File: config.mk
export PLATFORM = sky130hd
export DESIGN_NAME = seq_detect_ctrl
export DESIGN_NICKNAME = d
export VERILOG_FILES = /design/src/rtl/seq_ctrl_pkg.sv /design/src/rtl/seq_shift_cmp.sv /design/src/rtl/seq_detect_ctrl.sv
export SDC_FILE = /design/constraint.sdc
export NUM_CORES = 1
export LEC_CHECK = 0
export ABC_AREA = 1
export CAP_MARGIN = 30
export CELL_PAD_IN_SITES_DETAIL_PLACEMENT = 0
export CELL_PAD_IN_SITES_GLOBAL_PLACEMENT = 2
export CORE_ASPECT_RATIO = 0.9
export CORE_MARGIN = 2
export CORE_UTILIZATION = 28
export CTS_BUF_LIST = sky130_fd_sc_hd__clkbuf_8
export CTS_CLUSTER_DIAMETER = 150
export DETAILED_ROUTE_END_ITERATION = 10
export GPL_ROUTABILITY_DRIVEN = 1
export PLACE_DENSITY_LB_ADDON = 0.1
export REMOVE_ABC_BUFFERS = 1
export SLEW_MARGIN = 20
export SYNTH_ARGS = -nofsm -noshare
export SYNTH_HDL_FRONTEND = slang
export SYNTH_SLANG_ARGS = --single-unit
File: constraint.sdc
create_clock -name Clock -period 1.8 [get_ports Clock]
set_input_delay 0.54 -clock Clock [delete_from_list [all_inputs] [get_ports Clock]]
set_output_delay 0.54 -clock Clock [all_outputs]
set_load 0.1 [all_outputs]
File: src/rtl/seq_ctrl_pkg.sv
// Shared types and default sizes for the serial pattern detector controller.
package seq_ctrl_pkg;

  localparam int STATE_W   = 2;
  localparam int DEF_PAT_W = 8;
  localparam int DEF_CNT_W = 8;

  typedef enum logic [STATE_W-1:0] {
    ST_IDLE = 2'd0,
    ST_RUN  = 2'd1,
    ST_DONE = 2'd2
  } state_e;

endpackage

File: src/rtl/seq_shift_cmp.sv
// Serial history, fill counter and pattern compare for seq_detect_ctrl.
// Build option: SEQ_OVERLAP_EN keeps the fill count after a hit so that
// overlapping occurrences are counted; without it a hit restarts the fill.
module seq_shift_cmp
  import seq_ctrl_pkg::*;
#(
  parameter int PAT_W = DEF_PAT_W,
  parameter int LEN_W = $clog2(PAT_W) + 1
) (
  input  logic             clk,
  input  logic             rst_n,
  input  logic             i_clear,
  input  logic             i_shift,
  input  logic             i_w,
  input  logic [PAT_W-1:0] i_pattern,
  input  logic [LEN_W-1:0] i_len,
  output logic             o_hit
);

  // Only PAT_W-1 past bits are stored: the compare always includes the bit
  // arriving this cycle, so the oldest stored bit is never needed again.
  logic [PAT_W-2:0] r_hist;
  logic [LEN_W-1:0] r_fill;
  logic [PAT_W-1:0] w_window;
  logic [PAT_W-1:0] w_mask;
  logic [LEN_W-1:0] w_fill_inc;

  // Evaluate the compare on the just-shifted window and the incremented fill.
  always_comb begin
    // NOTE: every signal written here gets a value on every path (defaults
    // first), otherwise synthesis infers a latch to hold the old value.
    w_window   = {r_hist, i_w};
    w_fill_inc = (r_fill == LEN_W'(PAT_W)) ? r_fill : r_fill + 1'b1;
    w_mask     = '0;
    for (int i = 0; i < PAT_W; i++) begin
      w_mask[i] = (i < int'(i_len));
    end
    o_hit = i_shift && (w_fill_inc >= i_len) &&
            ((w_window & w_mask) == (i_pattern & w_mask));
  end

  // History and fill update on each qualified bit; start clears both.
  always_ff @(posedge clk or negedge rst_n) begin
    // NOTE: state registers use non-blocking assignments so every flop
    // samples pre-edge values regardless of statement order.
    if (!rst_n) begin
      r_hist <= '0;
      r_fill <= '0;
    end else if (i_clear) begin
      r_hist <= '0;
      r_fill <= '0;
    end else if (i_shift) begin
      r_hist <= w_window[PAT_W-2:0];
`ifdef SEQ_OVERLAP_EN
      r_fill <= w_fill_inc;
`else
      r_fill <= o_hit ? '0 : w_fill_inc;
`endif
    end
  end

endmodule

File: src/rtl/seq_detect_ctrl.sv
// Serial pattern detector controller: configuration handshake, IDLE/RUN/DONE
// run control, match pulse and saturating match counter.
// Build option: SEQ_OVERLAP_EN (see seq_shift_cmp) enables overlapping matches.
module seq_detect_ctrl
  import seq_ctrl_pkg::*;
#(
  parameter  int PAT_W = DEF_PAT_W,
  parameter  int CNT_W = DEF_CNT_W,
  localparam int LEN_W = $clog2(PAT_W) + 1
) (
  input  logic             Clock,
  input  logic             Reset_n,
  input  logic             cfg_valid,
  output logic             cfg_ready,
  input  logic [PAT_W-1:0] cfg_pattern,
  input  logic [LEN_W-1:0] cfg_len,
  input  logic [CNT_W-1:0] cfg_target,
  input  logic             start,
  input  logic             stop,
  input  logic             w,
  input  logic             w_valid,
  output logic             z,
  output logic [CNT_W-1:0] match_cnt,
  output logic             busy,
  output logic             done
);

  state_e           r_state;
  state_e           w_state_nxt;
  logic [PAT_W-1:0] r_pattern;
  logic [LEN_W-1:0] r_len;
  logic [CNT_W-1:0] r_target;
  logic [CNT_W-1:0] r_match_cnt;
  logic             r_z;

  logic             w_clear;
  logic             w_shift;
  logic             w_hit;
  logic             w_cfg_acc;
  logic [LEN_W-1:0] w_len_clamped;
  logic [CNT_W-1:0] w_cnt_inc;

  assign cfg_ready = (r_state == ST_IDLE);
  assign busy      = (r_state == ST_RUN);
  assign done      = (r_state == ST_DONE);
  assign z         = r_z;
  assign match_cnt = r_match_cnt;

  assign w_cfg_acc     = cfg_valid && cfg_ready;
  assign w_shift       = (r_state == ST_RUN) && w_valid;
  assign w_len_clamped = (cfg_len == '0)             ? LEN_W'(1)     :
                         (cfg_len > LEN_W'(PAT_W))  ? LEN_W'(PAT_W) : cfg_len;
  assign w_cnt_inc     = (r_match_cnt == '1) ? r_match_cnt : r_match_cnt + 1'b1;

  seq_shift_cmp #(
    .PAT_W (PAT_W),
    .LEN_W (LEN_W)
  ) u_shift_cmp (
    .clk       (Clock),
    .rst_n     (Reset_n),
    .i_clear   (w_clear),
    .i_shift   (w_shift),
    .i_w       (w),
    .i_pattern (r_pattern),
    .i_len     (r_len),
    .o_hit     (w_hit)
  );

  // Next-state logic: stop wins over start everywhere; start is ignored in RUN.
  always_comb begin
    w_state_nxt = r_state;
    w_clear     = 1'b0;
    unique case (r_state)
      ST_IDLE, ST_DONE: begin
        if (stop) begin
          w_state_nxt = ST_IDLE;
        end else if (start) begin
          w_state_nxt = ST_RUN;
          w_clear     = 1'b1;
        end
      end
      ST_RUN: begin
        if (stop) begin
          w_state_nxt = ST_IDLE;
        end else if (w_hit && (r_target != '0) && (w_cnt_inc == r_target)) begin
          w_state_nxt = ST_DONE;
        end
      end
      default: w_state_nxt = ST_IDLE;
    endcase
  end

  // State register.
  always_ff @(posedge Clock or negedge Reset_n) begin
    if (!Reset_n) r_state <= ST_IDLE;
    else          r_state <= w_state_nxt;
  end

  // Configuration registers, loaded only while idle.
  always_ff @(posedge Clock or negedge Reset_n) begin
    // NOTE: these small config registers are reset because their reset
    // values (len=1, target=unlimited) are visible behaviour after start.
    if (!Reset_n) begin
      r_pattern <= '0;
      r_len     <= LEN_W'(1);
      r_target  <= '0;
    end else if (w_cfg_acc) begin
      r_pattern <= cfg_pattern;
      r_len     <= w_len_clamped;
      r_target  <= cfg_target;
    end
  end

  // Match pulse and saturating match counter; start clears the count, stop keeps it.
  always_ff @(posedge Clock or negedge Reset_n) begin
    if (!Reset_n) begin
      r_z         <= 1'b0;
      r_match_cnt <= '0;
    end else begin
      r_z <= w_hit;
      if (w_clear)    r_match_cnt <= '0;
      else if (w_hit) r_match_cnt <= w_cnt_inc;
    end
  end

endmodule

==> results of run 1 <==
-- worst register-to-register path: cells and delay by family (launching register included) --
family,cells,cell delay [ns]
AND/OR/NAND/NOR,1,0.09
buffers and inverters,9,1.10
flip-flops,1,0.41
AO/OA/AOI/OAI,1,0.10
adder cells (fa/ha/maj),1,0.20
XOR/XNOR,1,0.16
-- metal layers --
layer  up-vias  part of all wire  wire length (um)  GRT usage
met3         6             0.041               267     0.0277
li1       1190                 -                 -          -
met2        43              0.40              2580      0.213
met5         -                 0                 0          0
met4         0             0.012                79     0.0349
met1      1028              0.55              3600      0.248
-- cell usage after synthesis --
| library cell | instances |
|---|---|
| sky130_fd_sc_hd__nand2_1 | 107 |
| sky130_fd_sc_hd__inv_1 | 45 |
| sky130_fd_sc_hd__dfrtp_1 | 41 |
| sky130_fd_sc_hd__nand3_1 | 26 |
| sky130_fd_sc_hd__nor2_1 | 22 |
| sky130_fd_sc_hd__o21ai_0 | 20 |
| sky130_fd_sc_hd__o22ai_1 | 13 |
| sky130_fd_sc_hd__ha_1 | 7 |
| sky130_fd_sc_hd__xor2_1 | 5 |
| sky130_fd_sc_hd__nand2_2 | 4 |
| sky130_fd_sc_hd__a21oi_1 | 3 |
| sky130_fd_sc_hd__xnor2_1 | 3 |
| sky130_fd_sc_hd__clkinv_1 | 2 |
| sky130_fd_sc_hd__inv_2 | 2 |
| sky130_fd_sc_hd__nand3_2 | 2 |
| sky130_fd_sc_hd__nor2_2 | 2 |
| sky130_fd_sc_hd__nor2_4 | 2 |
| sky130_fd_sc_hd__nor4_1 | 2 |
| sky130_fd_sc_hd__and3_4 | 1 |
| sky130_fd_sc_hd__buf_2 | 1 |
| sky130_fd_sc_hd__clkbuf_1 | 1 |
| sky130_fd_sc_hd__dfstp_2 | 1 |
| sky130_fd_sc_hd__nand2_4 | 1 |
| sky130_fd_sc_hd__nand3b_1 | 1 |
| sky130_fd_sc_hd__nand4_1 | 1 |
| sky130_fd_sc_hd__nor3_1 | 1 |
| sky130_fd_sc_hd__o21ai_1 | 1 |
| sky130_fd_sc_hd__or2_1 | 1 |
| sky130_fd_sc_hd__or4_2 | 1 |
-- cell type report --
| type | instances | share of cell area |
|---|---|---|
| inverters | 49 | 0.0530 |
| clock inverters | 2 | 0.00249 |
| multi-input cells | 226 | 0.342 |
| well taps | 99 | 0.0352 |
| repair buffers | 82 | 0.245 |
| clock buffers | 6 | 0.0235 |
| flip-flops and latches | 42 | 0.299 |
-- logic make-up (layout without fill, tap and decap cells) --
group / after synthesis / in the layout
flip-flops: 42 / 42
AND/OR/NAND/NOR: 174 / 174
XOR/XNOR: 8 / 8
buffers and inverters: 51 / 139
AO/OA/AOI/OAI: 37 / 37
adder cells (fa/ha/maj): 7 / 7
-- state kept, by name, indices dropped and copies added (netlist names) --
register,flops
match_cnt,8
r_len,4
z,1
u_shift_cmp.r_fill,4
r_target,8
r_pattern,8
r_state,2
u_shift_cmp.r_hist,7
-- how the worst max path moves through the flow --
stage | start | end | cells after the start
floorplan | r_state[0] | r_len[1] | 4
global placement | w | u_shift_cmp.r_fill[3] | 12
detailed placement | w | match_cnt[7] | 12
CTS | u_shift_cmp.r_fill[1] | r_state[1] | 15
global route | u_shift_cmp.r_fill[1] | r_state[1] | 16
finish | u_shift_cmp.r_fill[0] | u_shift_cmp.r_fill[2] | 13
-- metrics by stage --
stage / setup TNS [ns] / hold slack [ns] / cells / total power (W) / instance area (sq um)
2_1_floorplan: -21.30 / 0.244 / 317 / 0.00160 / 2360
3_3_place_gp: -4.47 / 0.498 / 489 / 0.00197 / 3280
3_5_place_dp: -5.27 / 0.494 / 489 / 0.00197 / 3280
4_1_cts: -3.99 / 0.215 / 506 / 0.00269 / 3500
5_1_grt: -6.24 / 0.215 / 506 / 0.00289 / 3520
6_report: -3.72 / 0.212 / 506 / 0.00268 / 3520
-- power by group through the flow --
stage	Sequential, W	Clock (W)	Combinational [W]
floorplan	0.00116	0	0.000436
global route	0.00116	0.000696	0.00104
detailed placement	0.00115	0	0.000817
finish	0.00114	0.000628	0.000917
global placement	0.00115	0	0.000816
CTS	0.00114	0.000650	0.000902
-- repair_timing --
action | 4_1_cts | 5_1_grt
pin swaps | 7 | 8
buffers inserted | 9 | 0
gates cloned | 0 | 0
gates resized for setup | 18 | 7
setup endpoints to repair | 15 | 17
hold buffers | 0 | 0
-- cells in the final DEF, fill, tap and decap left out, types with 3 or more instances in the layout --
| cell | Yosys | layout |
|---|---|---|
| sky130_fd_sc_hd__a21oi_1 | 3 | 3 |
| sky130_fd_sc_hd__buf_12 | 0 | 15 |
| sky130_fd_sc_hd__buf_4 | 0 | 41 |
| sky130_fd_sc_hd__clkbuf_8 | 0 | 6 |
| sky130_fd_sc_hd__clkdlybuf4s50_1 | 0 | 25 |
| sky130_fd_sc_hd__dfrtp_1 | 41 | 41 |
| sky130_fd_sc_hd__ha_1 | 7 | 5 |
| sky130_fd_sc_hd__inv_1 | 45 | 44 |
| sky130_fd_sc_hd__inv_2 | 2 | 3 |
| sky130_fd_sc_hd__nand2_1 | 107 | 106 |
| sky130_fd_sc_hd__nand2_2 | 4 | 4 |
| sky130_fd_sc_hd__nand3_1 | 26 | 20 |
| sky130_fd_sc_hd__nand3_2 | 2 | 7 |
| sky130_fd_sc_hd__nor2_1 | 22 | 20 |
| sky130_fd_sc_hd__nor2_2 | 2 | 4 |
| sky130_fd_sc_hd__o21ai_0 | 20 | 15 |
| sky130_fd_sc_hd__o21ai_1 | 1 | 6 |
| sky130_fd_sc_hd__o22ai_1 | 13 | 9 |
| sky130_fd_sc_hd__o22ai_2 | 0 | 4 |
| sky130_fd_sc_hd__xnor2_1 | 3 | 3 |
| sky130_fd_sc_hd__xor2_1 | 5 | 5 |
==> implementation parameters, run 1 <==
Parameter                              Value

Worst setup path
  Critical Path RT    about 2.0 ns
  Worst-path fanout max    3
  Crit path cell chain    ha_2 > xor2_1 > nand2_1 > buf_4 > buf_4 > buf_4 > buf_4 > buf_4 > buf_4 > buf_4 > buf_4 > buf_4 > o22ai_2
  Worst reg2reg path startpoint    u_shift_cmp.r_fill[0]
  Data arrival at the endpoint of the critical path    2.32 ns
  Dominant delay contributor by cell family on the critical path    buffers and inverters
  Slowest library cell on the worst path    sky130_fd_sc_hd__dfrtp_1
  Class of the most critical setup path    flop to flop
  Worst r2r path cells    13
  Reg-to-Reg End    u_shift_cmp.r_fill[2]
  Critical Path Max Stage Delay    0.41 ns
  Buffer and inverter count on the worst path    9
  R2r setup slk    -0.32 ns
  Setup crit end kind    flop
  Cell repeated most along the worst path    sky130_fd_sc_hd__buf_4
  Crit start category    flop

Clock tree
  CTS tree    done
  Maximum level of the CTS H-tree    2
  Maximum clock path buffer count    2
  Number of sinks driven by the clock tree    42
  Latest clock arrival within the worst-skew pair    just under 0.3 ns
  Number of buffers added by the clock tree synthesis step    5
  Root cell of the clock tree    sky130_fd_sc_hd__clkbuf_8
  CTS clk-pin slew, worst paths    approximately 0.080 ns

Synth
  Distinct cell type count after synthesis    29
  Synthesized-area fraction occupied by and/or/nand/nor cells    0.322
  Count of synthesis-stage warnings from yosys    0
  Sequential share of the synthesized area    0.445
  Cells taking the most area after synthesis    sky130_fd_sc_hd__dfrtp_1 (43%), sky130_fd_sc_hd__nand2_1 (17%), sky130_fd_sc_hd__inv_1 (7.1%)
  Fraction of synthesized cell area taken by the top area cell type    0.433
  Fraction of synthesized cell area in xor and xnor cells    0.0296
  Cell area after technology mapping    around 0.0024 sq mm
  Gate Count Post-Synth    between 300 and 400
  Post-synthesis compound-gate area fraction    0.0851
  Largest family of logic cells by synthesized area    simple AND/OR/NAND/NOR gates
  Synth Register Bits    42
  Mux contribution to synthesized area    0
  Synth Area in Adders    0.0370
  Synth area leader    sky130_fd_sc_hd__dfrtp_1
  Syn avg cell area    ~7.4 sq um

Drt
  Wire length per cell    between 10 and 15 um
  Via count normalized by instance count    ~4.5
  Antenna viol nets, final    0
  Via count    ~2.3k
  Drt initial violations    75
  Sum of routed wire length over all layers    about 6500 um
  Number of iterations in the first detailed-routing pass    4
  Number of remaining DRC errors    0

Floorplan
  Number of top-level design ports    39
  Die outline area    around 0.0092 sq mm
  Die span in y    91.2 um
  Placement row count    31
  DIE WIDTH    around 100 um
  Area of the core    slightly above 0.008 sq mm
  Starting density of the core    0.291

STA
  Post-layout min period    ~2.1 ns
  Final setup viols    15
  Highest attainable clock frequency    approximately 470 MHz
  Slew of the pin with the lowest slew margin    approximately 0.25 ns
  Worst slew margin relative to its limit    0.831
  Setup repair after global routing missed its margin    yes
  Final worst path period share    1.18
  Final Hold Vio Count    0
  Number of pins exceeding their max-slew limit in the final report    0
  Least setup slack across all paths after layout    -0.316 ns
  Post-route clock skew    0.00623 ns

Placed design
  Final HPWL DP    around 5000 um
  Final RePlAce weighted congestion    between 0.7 and 0.8
  Post-placement worst setup slack    -0.412 ns
  Count of buffers inserted at the top-level ports    38

Worst hold path
  Kind of path behind the tightest hold check    primary input to async pin

Cells and area
  Final cell utilization of the core    0.432
  Number of fill cells    849
  Share of final-layout standard cells stronger than drive strength 1    0.238
  Post-layout net count    between 400 and 500
  P&R area growth vs syn    48.7%
  Area used by multi-input combinational logic    0.00120 sq mm
  Diode insertion count for antenna repair    0
  Area taken by flip-flops and latches    0.00105 sq mm

Power
  P_sw    around 0.00090 W
  Relative contribution of combinational cells to total power    0.342
  Static leakage    ~1.7 nW
  Power per Cell Area    762 mW/mm^2
  Sequential cell fraction of total power    0.424
  P_int    roughly 0.0018 W
  Clock power share    0.234
  Maximum vdd drop    371 uV
  Net switching fraction of the power    0.334

Global route
  Overflow left after global routing    0
  Antenna violations before repair    0
  Total Routing Usage GR    0.155
  Number of global-route vias before repair    2261
  Wire length of the first global-routing pass    11300 um
  Pin count of the biggest net entering global routing    43

Job
  Max Cap Viol    0

Run status
  Violated checks    setup timing
  Outcome    finished, violations left
No activity file was read; power rests on OpenSTA's default activity.
==> run 2, diff against run 1 <==
GPL_ROUTABILITY_DRIVEN = unset   (was 1)
GPL_TIMING_DRIVEN = 0   (was unset)
==> run 2 against run 1 <==
The flow still finishes with violations (setup timing). Critical path depth increased by 2. First-iteration DRC count increased by 6.7%. Routed wire length decreased by 3.3%. Utilization decreased by 3.6 points. Sequential power about the same.
==> implementation parameters, run 2 (same netlist as run 1, synthesis figures left out) <==
Parameter                              Value

Run status
  Outcome    finished, violations left
  Violated checks    setup timing

Placed design
  Final HPWL DP    4720 um (-6.0%)
  Cell total after placement    455 (-7.0%)
  Final RePlAce weighted congestion    0.765 (-3.8%)
  Count of buffers inserted at the top-level ports    38 (unchanged)

Cells and area
  Leading cell type in the layout, fill and taps excluded    sky130_fd_sc_hd__nand2_1
  Diode insertion count for antenna repair    0 (unchanged)
  Share of final-layout standard cells stronger than drive strength 1    0.214 (-0.0246)
  Count of non-filler cells in the finished layout    478 (-5.5%)
  Final cell utilization of the core    0.396 (-0.0364)
  Post-layout net count    412 (-6.4%)
  P&R area growth vs syn    36.2%
  Number of fill cells    873 (+2.8%)
  Top library cells by usage in the layout, fill and taps aside    sky130_fd_sc_hd__nand2_1 (102), sky130_fd_sc_hd__inv_1 (42), sky130_fd_sc_hd__dfrtp_1 (41), sky130_fd_sc_hd__clkdlybuf4s50_1 (25), sky130_fd_sc_hd__nor2_1 (20)

Drt
  Via count normalized by instance count    4.50 (+0.35%)
  Number of iterations in the first detailed-routing pass    4 (unchanged)
  Wire length per cell    13.2 um (+2.3%)
  Via count    2149 (-5.2%)
  Number of remaining DRC errors    0 (unchanged)
  Sum of routed wire length over all layers    6320 um (-3.3%)
  Antenna viol nets, final    0 (unchanged)
  Drt initial violations    80 (+6.7%)

Global route
  Number of global-route vias before repair    2113 (-6.5%)
  Antenna violations before repair    0 (unchanged)
  Total Routing Usage GR    0.149 (-0.00580)
  Pin count of the biggest net entering global routing    29 (-33%)
  Wire length of the first global-routing pass    10800 um (-4.9%)
  Overflow left after global routing    0 (unchanged)

Power
  Sequential cell fraction of total power    0.434 (+0.010)
  Total design power    0.00265 W (-1.2%)
  Clock power share    0.247 (+0.013)
  P_int    0.00172 W (-3.8%)
  P_sw    0.000932 W (+3.9%)
  Net switching fraction of the power    0.351 (+0.0172)
  Relative contribution of combinational cells to total power    0.319 (-0.023)
  Maximum vdd drop    306 uV (-18%)
  Static leakage    1.58 nW (-9.5%)
  Power per Cell Area    822 mW/mm^2 (+7.9%)

Worst setup path
  Worst reg2reg path startpoint    u_shift_cmp.r_fill[1]
  Worst-path fanout max    4 (+1)
  Dominant delay contributor by cell family on the critical path    simple AND/OR/NAND/NOR gates
  Crit path cell chain    ha_2 > xor2_2 > nand2_2 > inv_2 > ha_4 > nand2_2 > inv_2 > nand3_2 > nand3_2 > nand3_2 > nor2_4 > buf_4 > buf_6 > buf_6 > buf_6
  Setup crit end kind    flop
  Data arrival at the endpoint of the critical path    2.43 ns (+0.11 ns)
  Worst r2r path cells    15 (+2)
  Critical Path Max Stage Delay    0.43 ns (+0.02 ns)
  Buffer and inverter count on the worst path    6 (-3)
  Slowest library cell on the worst path    sky130_fd_sc_hd__dfrtp_1
  Class of the most critical setup path    flop to flop
  Critical Path RT    2.05 ns (+0.04 ns)
  R2r setup slk    -0.37 ns (-0.06 ns)
  Reg-to-Reg End    z
  Crit start category    flop

Floorplan
  DIE WIDTH    101 um (unchanged)
  Number of top-level design ports    39 (unchanged)
  Die outline area    0.00921 sq mm (unchanged)
  Starting density of the core    0.291 (unchanged)
  Placement row count    31 (unchanged)
  Area of the core    0.00815 sq mm (unchanged)
  Die span in y    91.2 um (unchanged)

Clock tree
  Maximum clock path buffer count    2 (unchanged)
  Latest clock arrival within the worst-skew pair    0.30 ns (about the same)
  Maximum level of the CTS H-tree    2 (unchanged)
  Number of buffers added by the clock tree synthesis step    5 (unchanged)
  Root cell of the clock tree    sky130_fd_sc_hd__clkbuf_8
  CTS clk-pin slew, worst paths    0.09 ns (about the same)
  Number of buffers inserted for hold repair after clock tree synthesis    0 (unchanged)
  Number of sinks driven by the clock tree    42 (unchanged)
  CTS tree    done

STA
  Setup repair after global routing missed its margin    yes
  Least setup slack across all paths after layout    -0.373 ns (-0.0563 ns)
  Worst hold slack across all endpoints    0.149 ns (-0.0630 ns)
  Slew of the pin with the lowest slew margin    0.541 ns (+0.290 ns)
  Summed negative setup slack over all endpoints    -5.10 ns (-1.38 ns)
  Highest attainable clock frequency    460 MHz (-2.6%)
  Worst slew margin relative to its limit    0.641 (-0.190)
  Final setup viols    15 (unchanged)
  Final Hold Vio Count    0 (unchanged)
  Final worst path period share    1.21 (+0.0313)
  Number of pins exceeding their max-slew limit in the final report    0 (unchanged)
  Post-route clock skew    0.0131 ns (+0.00689 ns)
  Post-layout min period    2.17 ns (+0.0563 ns)

Worst hold path
  Kind of path behind the tightest hold check    primary input to async pin

Job
  Max Cap Viol    0 (unchanged)
-- run 2: per-layer routing --
layer	share of wire	vias up	track usage
met5	0	-	0
met4	0.0097	0	0.0383
met3	0.036	7	0.0308
met2	0.38	40	0.198
met1	0.58	971	0.240
li1	-	1131	-
-- run 2: final cells by class --
cell class | count | area [sq um] | area share
clock inverters | 2 | 8.76 | 0.00272
clock buffers | 6 | 82.6 | 0.0256
flip-flops and latches | 42 | 1050 | 0.326
inverters | 49 | 188 | 0.0582
well taps | 99 | 124 | 0.0384
multi-input cells | 226 | 1270 | 0.395
repair buffers | 54 | 495 | 0.154
-- run 2: what timing repair did --
item	CTS	global route
endpoints found under the setup margin	50	22
resized for setup	88	26
cloned	0	0
pin swaps	10	10
setup buffers	17	1
-- run 2: worst reg2reg max path: stages (launching register included) --
cell,delay (ns)
sky130_fd_sc_hd__dfrtp_1,0.43
sky130_fd_sc_hd__ha_2,0.21
sky130_fd_sc_hd__xor2_2,0.18
sky130_fd_sc_hd__nand2_2,0.10
sky130_fd_sc_hd__inv_2,0.06
sky130_fd_sc_hd__ha_4,0.25
sky130_fd_sc_hd__nand2_2,0.04
sky130_fd_sc_hd__inv_2,0.05
sky130_fd_sc_hd__nand3_2,0.06
sky130_fd_sc_hd__nand3_2,0.08
sky130_fd_sc_hd__nand3_2,0.08
sky130_fd_sc_hd__nor2_4,0.19
sky130_fd_sc_hd__buf_4,0.15
sky130_fd_sc_hd__buf_6,0.08
sky130_fd_sc_hd__buf_6,0.08
sky130_fd_sc_hd__buf_6,0.08
-- run 2: through the flow --
stage	worst slack [ns]	area, sq um
6_report	-0.373	3220
5_1_grt	-0.505	3220
4_1_cts	-0.421	3120
3_5_place_dp	-0.639	2880
3_3_place_gp	-1.09	2860
2_1_floorplan	-0.878	2360
-- run 2: how the worst max path moves through the flow --
stage	startpoint	end	slack, ns	cells past startpoint
after floorplan	r_state[0]	r_len[1]	-0.88	4
after global placement	Reset_n	r_target[0]	-1.09	1
after detailed placement	w	match_cnt[5]	-0.64	12
after CTS	u_shift_cmp.r_fill[1]	r_state[1]	-0.42	15
after global routing	u_shift_cmp.r_fill[1]	r_state[1]	-0.51	15
final	u_shift_cmp.r_fill[1]	z	-0.37	15
-- run 2: power by group through the flow --
| stage | clock network, W | registers [W] | logic [W] |
|---|---|---|---|
| after floorplan | 0 | 0.00116 | 0.000436 |
| after CTS | 0.000669 | 0.00115 | 0.000779 |
| after global placement | 0 | 0.00116 | 0.000663 |
| after global routing | 0.000712 | 0.00117 | 0.000961 |
| after detailed placement | 0 | 0.00117 | 0.000673 |
| final | 0.000654 | 0.00115 | 0.000846 |
==> run 3, diff against run 2 <==
--- a/config.mk
+++ b/config.mk
@@ -17,6 +17,6 @@
 export DETAILED_ROUTE_END_ITERATION = 10
 export GPL_TIMING_DRIVEN = 0
+export MAX_ROUTING_LAYER = met4
 export PLACE_DENSITY_LB_ADDON = 0.1
-export REMOVE_ABC_BUFFERS = 1
 export SLEW_MARGIN = 20
 export SYNTH_ARGS = -nofsm -noshare
==> constraint.sdc (replaced) <==
create_clock -name Clock -period 1.8 [get_ports Clock]
set_input_delay 0.54 -clock Clock [delete_from_list [all_inputs] [get_ports Clock]]
set_output_delay 0.54 -clock Clock [all_outputs]
set_load 0.05 [all_outputs]
==> run 3 against run 2 <==
First-iteration DRC count shrank 21%. The flow still finishes with violations (setup timing). Sequential power about the same. Final cell count decreased by 1.9%. Total power increased by 6.7%. Clock power is 43% higher. Critical path depth decreased by 1. Register-to-register slack improved by 0.03 ns. Worst setup slack better by 0.026 ns. Routed wire length increased by 1.8%.
==> implementation parameters, run 3 (same netlist as run 1, synthesis figures left out) <==
Parameter                              Value

Placed design
  Count of buffers inserted at the top-level ports    38 (unchanged)
  Final RePlAce weighted congestion    0.736 (-3.8%)
  Standard cell area after detailed placement    0.00291 sq mm (+1.2%)
  Post-placement worst setup slack    -0.533 ns (+0.105 ns)
  Final HPWL DP    4850 um (+2.8%)

Global route
  Overflow left after global routing    0 (unchanged)
  Antenna violations before repair    0 (unchanged)
  Number of global-route vias before repair    2151 (+1.8%)
  Total Routing Usage GR    0.155 (+0.00579)
  Pin count of the biggest net entering global routing    29 (unchanged)
  Wire length of the first global-routing pass    10800 um (+0.51%)

Clock tree
  CTS tree    done
  Root cell of the clock tree    sky130_fd_sc_hd__clkbuf_8
  CTS clk-pin slew, worst paths    0.08 ns (about the same)
  Number of sinks driven by the clock tree    42 (unchanged)
  Number of buffers added by the clock tree synthesis step    5 (unchanged)
  Number of buffers inserted for hold repair after clock tree synthesis    0 (unchanged)
  Latest clock arrival within the worst-skew pair    0.29 ns (about the same)
  Maximum clock path buffer count    2 (unchanged)
  Maximum level of the CTS H-tree    2 (unchanged)

STA
  Post-route clock skew    0.00373 ns (-0.00939 ns)
  Number of pins exceeding their max-slew limit in the final report    0 (unchanged)
  Post-layout min period    2.15 ns (-0.0258 ns)
  Final setup viols    15 (unchanged)
  Final worst path period share    1.19 (-0.0143)
  Least setup slack across all paths after layout    -0.347 ns (+0.0258 ns)
  Slew of the pin with the lowest slew margin    0.486 ns (-0.0552 ns)
  Highest attainable clock frequency    466 MHz (+1.2%)
  Setup repair after global routing missed its margin    yes
  Final Hold Vio Count    0 (unchanged)
  Worst slew margin relative to its limit    0.677 (+0.0364)

Floorplan
  Die outline area    0.00921 sq mm (unchanged)
  DIE WIDTH    101 um (unchanged)
  Number of top-level design ports    39 (unchanged)
  Starting density of the core    0.291 (unchanged)
  Area of the core    0.00815 sq mm (unchanged)
  Die span in y    91.2 um (unchanged)
  Placement row count    31 (unchanged)

Run status
  Outcome    finished, violations left
  Violated checks    setup timing

Worst setup path
  R2r setup slk    -0.35 ns (+0.03 ns)
  Critical Path RT    1.97 ns (-0.08 ns)
  Dominant delay contributor by cell family on the critical path    simple AND/OR/NAND/NOR gates
  Slowest library cell on the worst path    sky130_fd_sc_hd__dfrtp_1
  Crit path cell chain    ha_2 > xor2_1 > nand2_2 > inv_2 > ha_4 > nand2_2 > inv_2 > nand3_2 > nand3_2 > nand3_2 > nor2_4 > inv_4 > nand3_2 > o22ai_1
  Worst-path fanout max    8 (+4)
  Crit start category    flop
  Critical Path Max Stage Delay    0.42 ns (about the same)
  Setup crit end kind    flop
  Cell repeated most along the worst path    sky130_fd_sc_hd__nand3_2
  Buffer and inverter count on the worst path    3 (-3)
  Class of the most critical setup path    flop to flop
  Data arrival at the endpoint of the critical path    2.32 ns (-0.11 ns)

Cells and area
  Diode insertion count for antenna repair    0 (unchanged)
  Share of final-layout standard cells stronger than drive strength 1    0.189 (-0.0245)
  Area used by multi-input combinational logic    0.00124 sq mm (-2.8%)
  Top library cells by usage in the layout, fill and taps aside    sky130_fd_sc_hd__nand2_1 (101), sky130_fd_sc_hd__inv_1 (41), sky130_fd_sc_hd__dfrtp_1 (39), sky130_fd_sc_hd__clkdlybuf4s50_1 (25), sky130_fd_sc_hd__nand3_1 (21)
  Final cell utilization of the core    0.388 (-0.00799)
  Cell area after layout    0.00316 sq mm (-2.0%)
  P&R area growth vs syn    33.4%
  Number of fill cells    880 (+0.80%)
  Area taken by flip-flops and latches    0.00105 sq mm (+0.24%)
  Leading cell type in the layout, fill and taps excluded    sky130_fd_sc_hd__nand2_1
  Post-layout net count    403 (-2.2%)

Drt
  Sum of routed wire length over all layers    6430 um (+1.8%)
  Via count    2106 (-2.0%)
  Number of remaining DRC errors    0 (unchanged)
  Antenna viol nets, final    0 (unchanged)
  Number of iterations in the first detailed-routing pass    4 (unchanged)
  Wire length per cell    13.7 um (+3.8%)
  Drt initial violations    63 (-21%)
  Via count normalized by instance count    4.49 (-0.12%)

Power
  Power per Cell Area    895 mW/mm^2 (+8.9%)
  Total design power    0.00283 W (+6.7%)
  Maximum vdd drop    398 uV (+30%)
  Static leakage    1.54 nW (-2.3%)

Worst hold path
  Kind of path behind the tightest hold check    primary input to async pin

Synth
  Synthesized Nets    roughly 350

Job
  Max Cap Viol    0 (unchanged)
-- run 3: stage by stage --
stage	cells	hold WS, ns	TNS (ns)
2_1_floorplan	319	0.244	-1.67
3_3_place_gp	456	0.506	-61.60
3_5_place_dp	457	0.486	-15.91
4_1_cts	468	0.165	-4.12
5_1_grt	469	0.176	-6.59
6_report	469	0.161	-4.71
-- run 3: final cells by class --
| cell class | instances | share of cell area |
|---|---|---|
| buffer | 2 | 0.00317 |
| clock buffer | 6 | 0.0261 |
| clock inverter | 2 | 0.0190 |
| inverter | 49 | 0.0594 |
| multi-input combinational | 226 | 0.392 |
| sequential | 42 | 0.334 |
| tap | 99 | 0.0392 |
| timing repair buffer | 43 | 0.127 |
-- run 3: routing by layer --
layer	vias up	GRT usage	share of wire
li1	1112	-	-
met1	944	0.230	0.54
met2	43	0.218	0.41
met3	7	0.0254	0.035
met4	0	0.0405	0.011
met5	-	-	0
-- run 3: timing repair --
action,CTS,global route
gates resized for setup,52,18
endpoints found under the setup margin,44,37
pin swaps,9,3
buffers inserted,3,2
gates cloned,0,0
-- run 3: path summary, 6_finish.rpt --
path	from	end	cells after the start
min reg2reg	r_pattern[2]	r_pattern[2]	2
min	Reset_n	u_shift_cmp.r_fill[0]	1
min in group Clock	r_pattern[2]	r_pattern[2]	2
max reg2reg	u_shift_cmp.r_fill[0]	u_shift_cmp.r_fill[0]	14
max in group asynchronous	Reset_n	r_len[0]	2
max	u_shift_cmp.r_fill[0]	u_shift_cmp.r_fill[0]	14
-- run 3: worst reg2reg max path, delay by kind of cell, from the launching register on --
family / cells / cell delay [ns]
buffers and inverters: 3 / 0.21
xor gates and xnor gates: 1 / 0.15
and+or+nand+nor: 7 / 0.71
AOI/OAI and AO/OA: 1 / 0.08
DFF: 1 / 0.42
adders and majority gates: 2 / 0.46
-- run 3: where the power goes --
| group | switching (W) | internal (W) |
|---|---|---|
| clock network | 0.000343 | 0.000592 |
| registers | 0.0000980 | 0.00105 |
| logic | 0.000439 | 0.000303 |
| total | 0.000881 | 0.00195 |
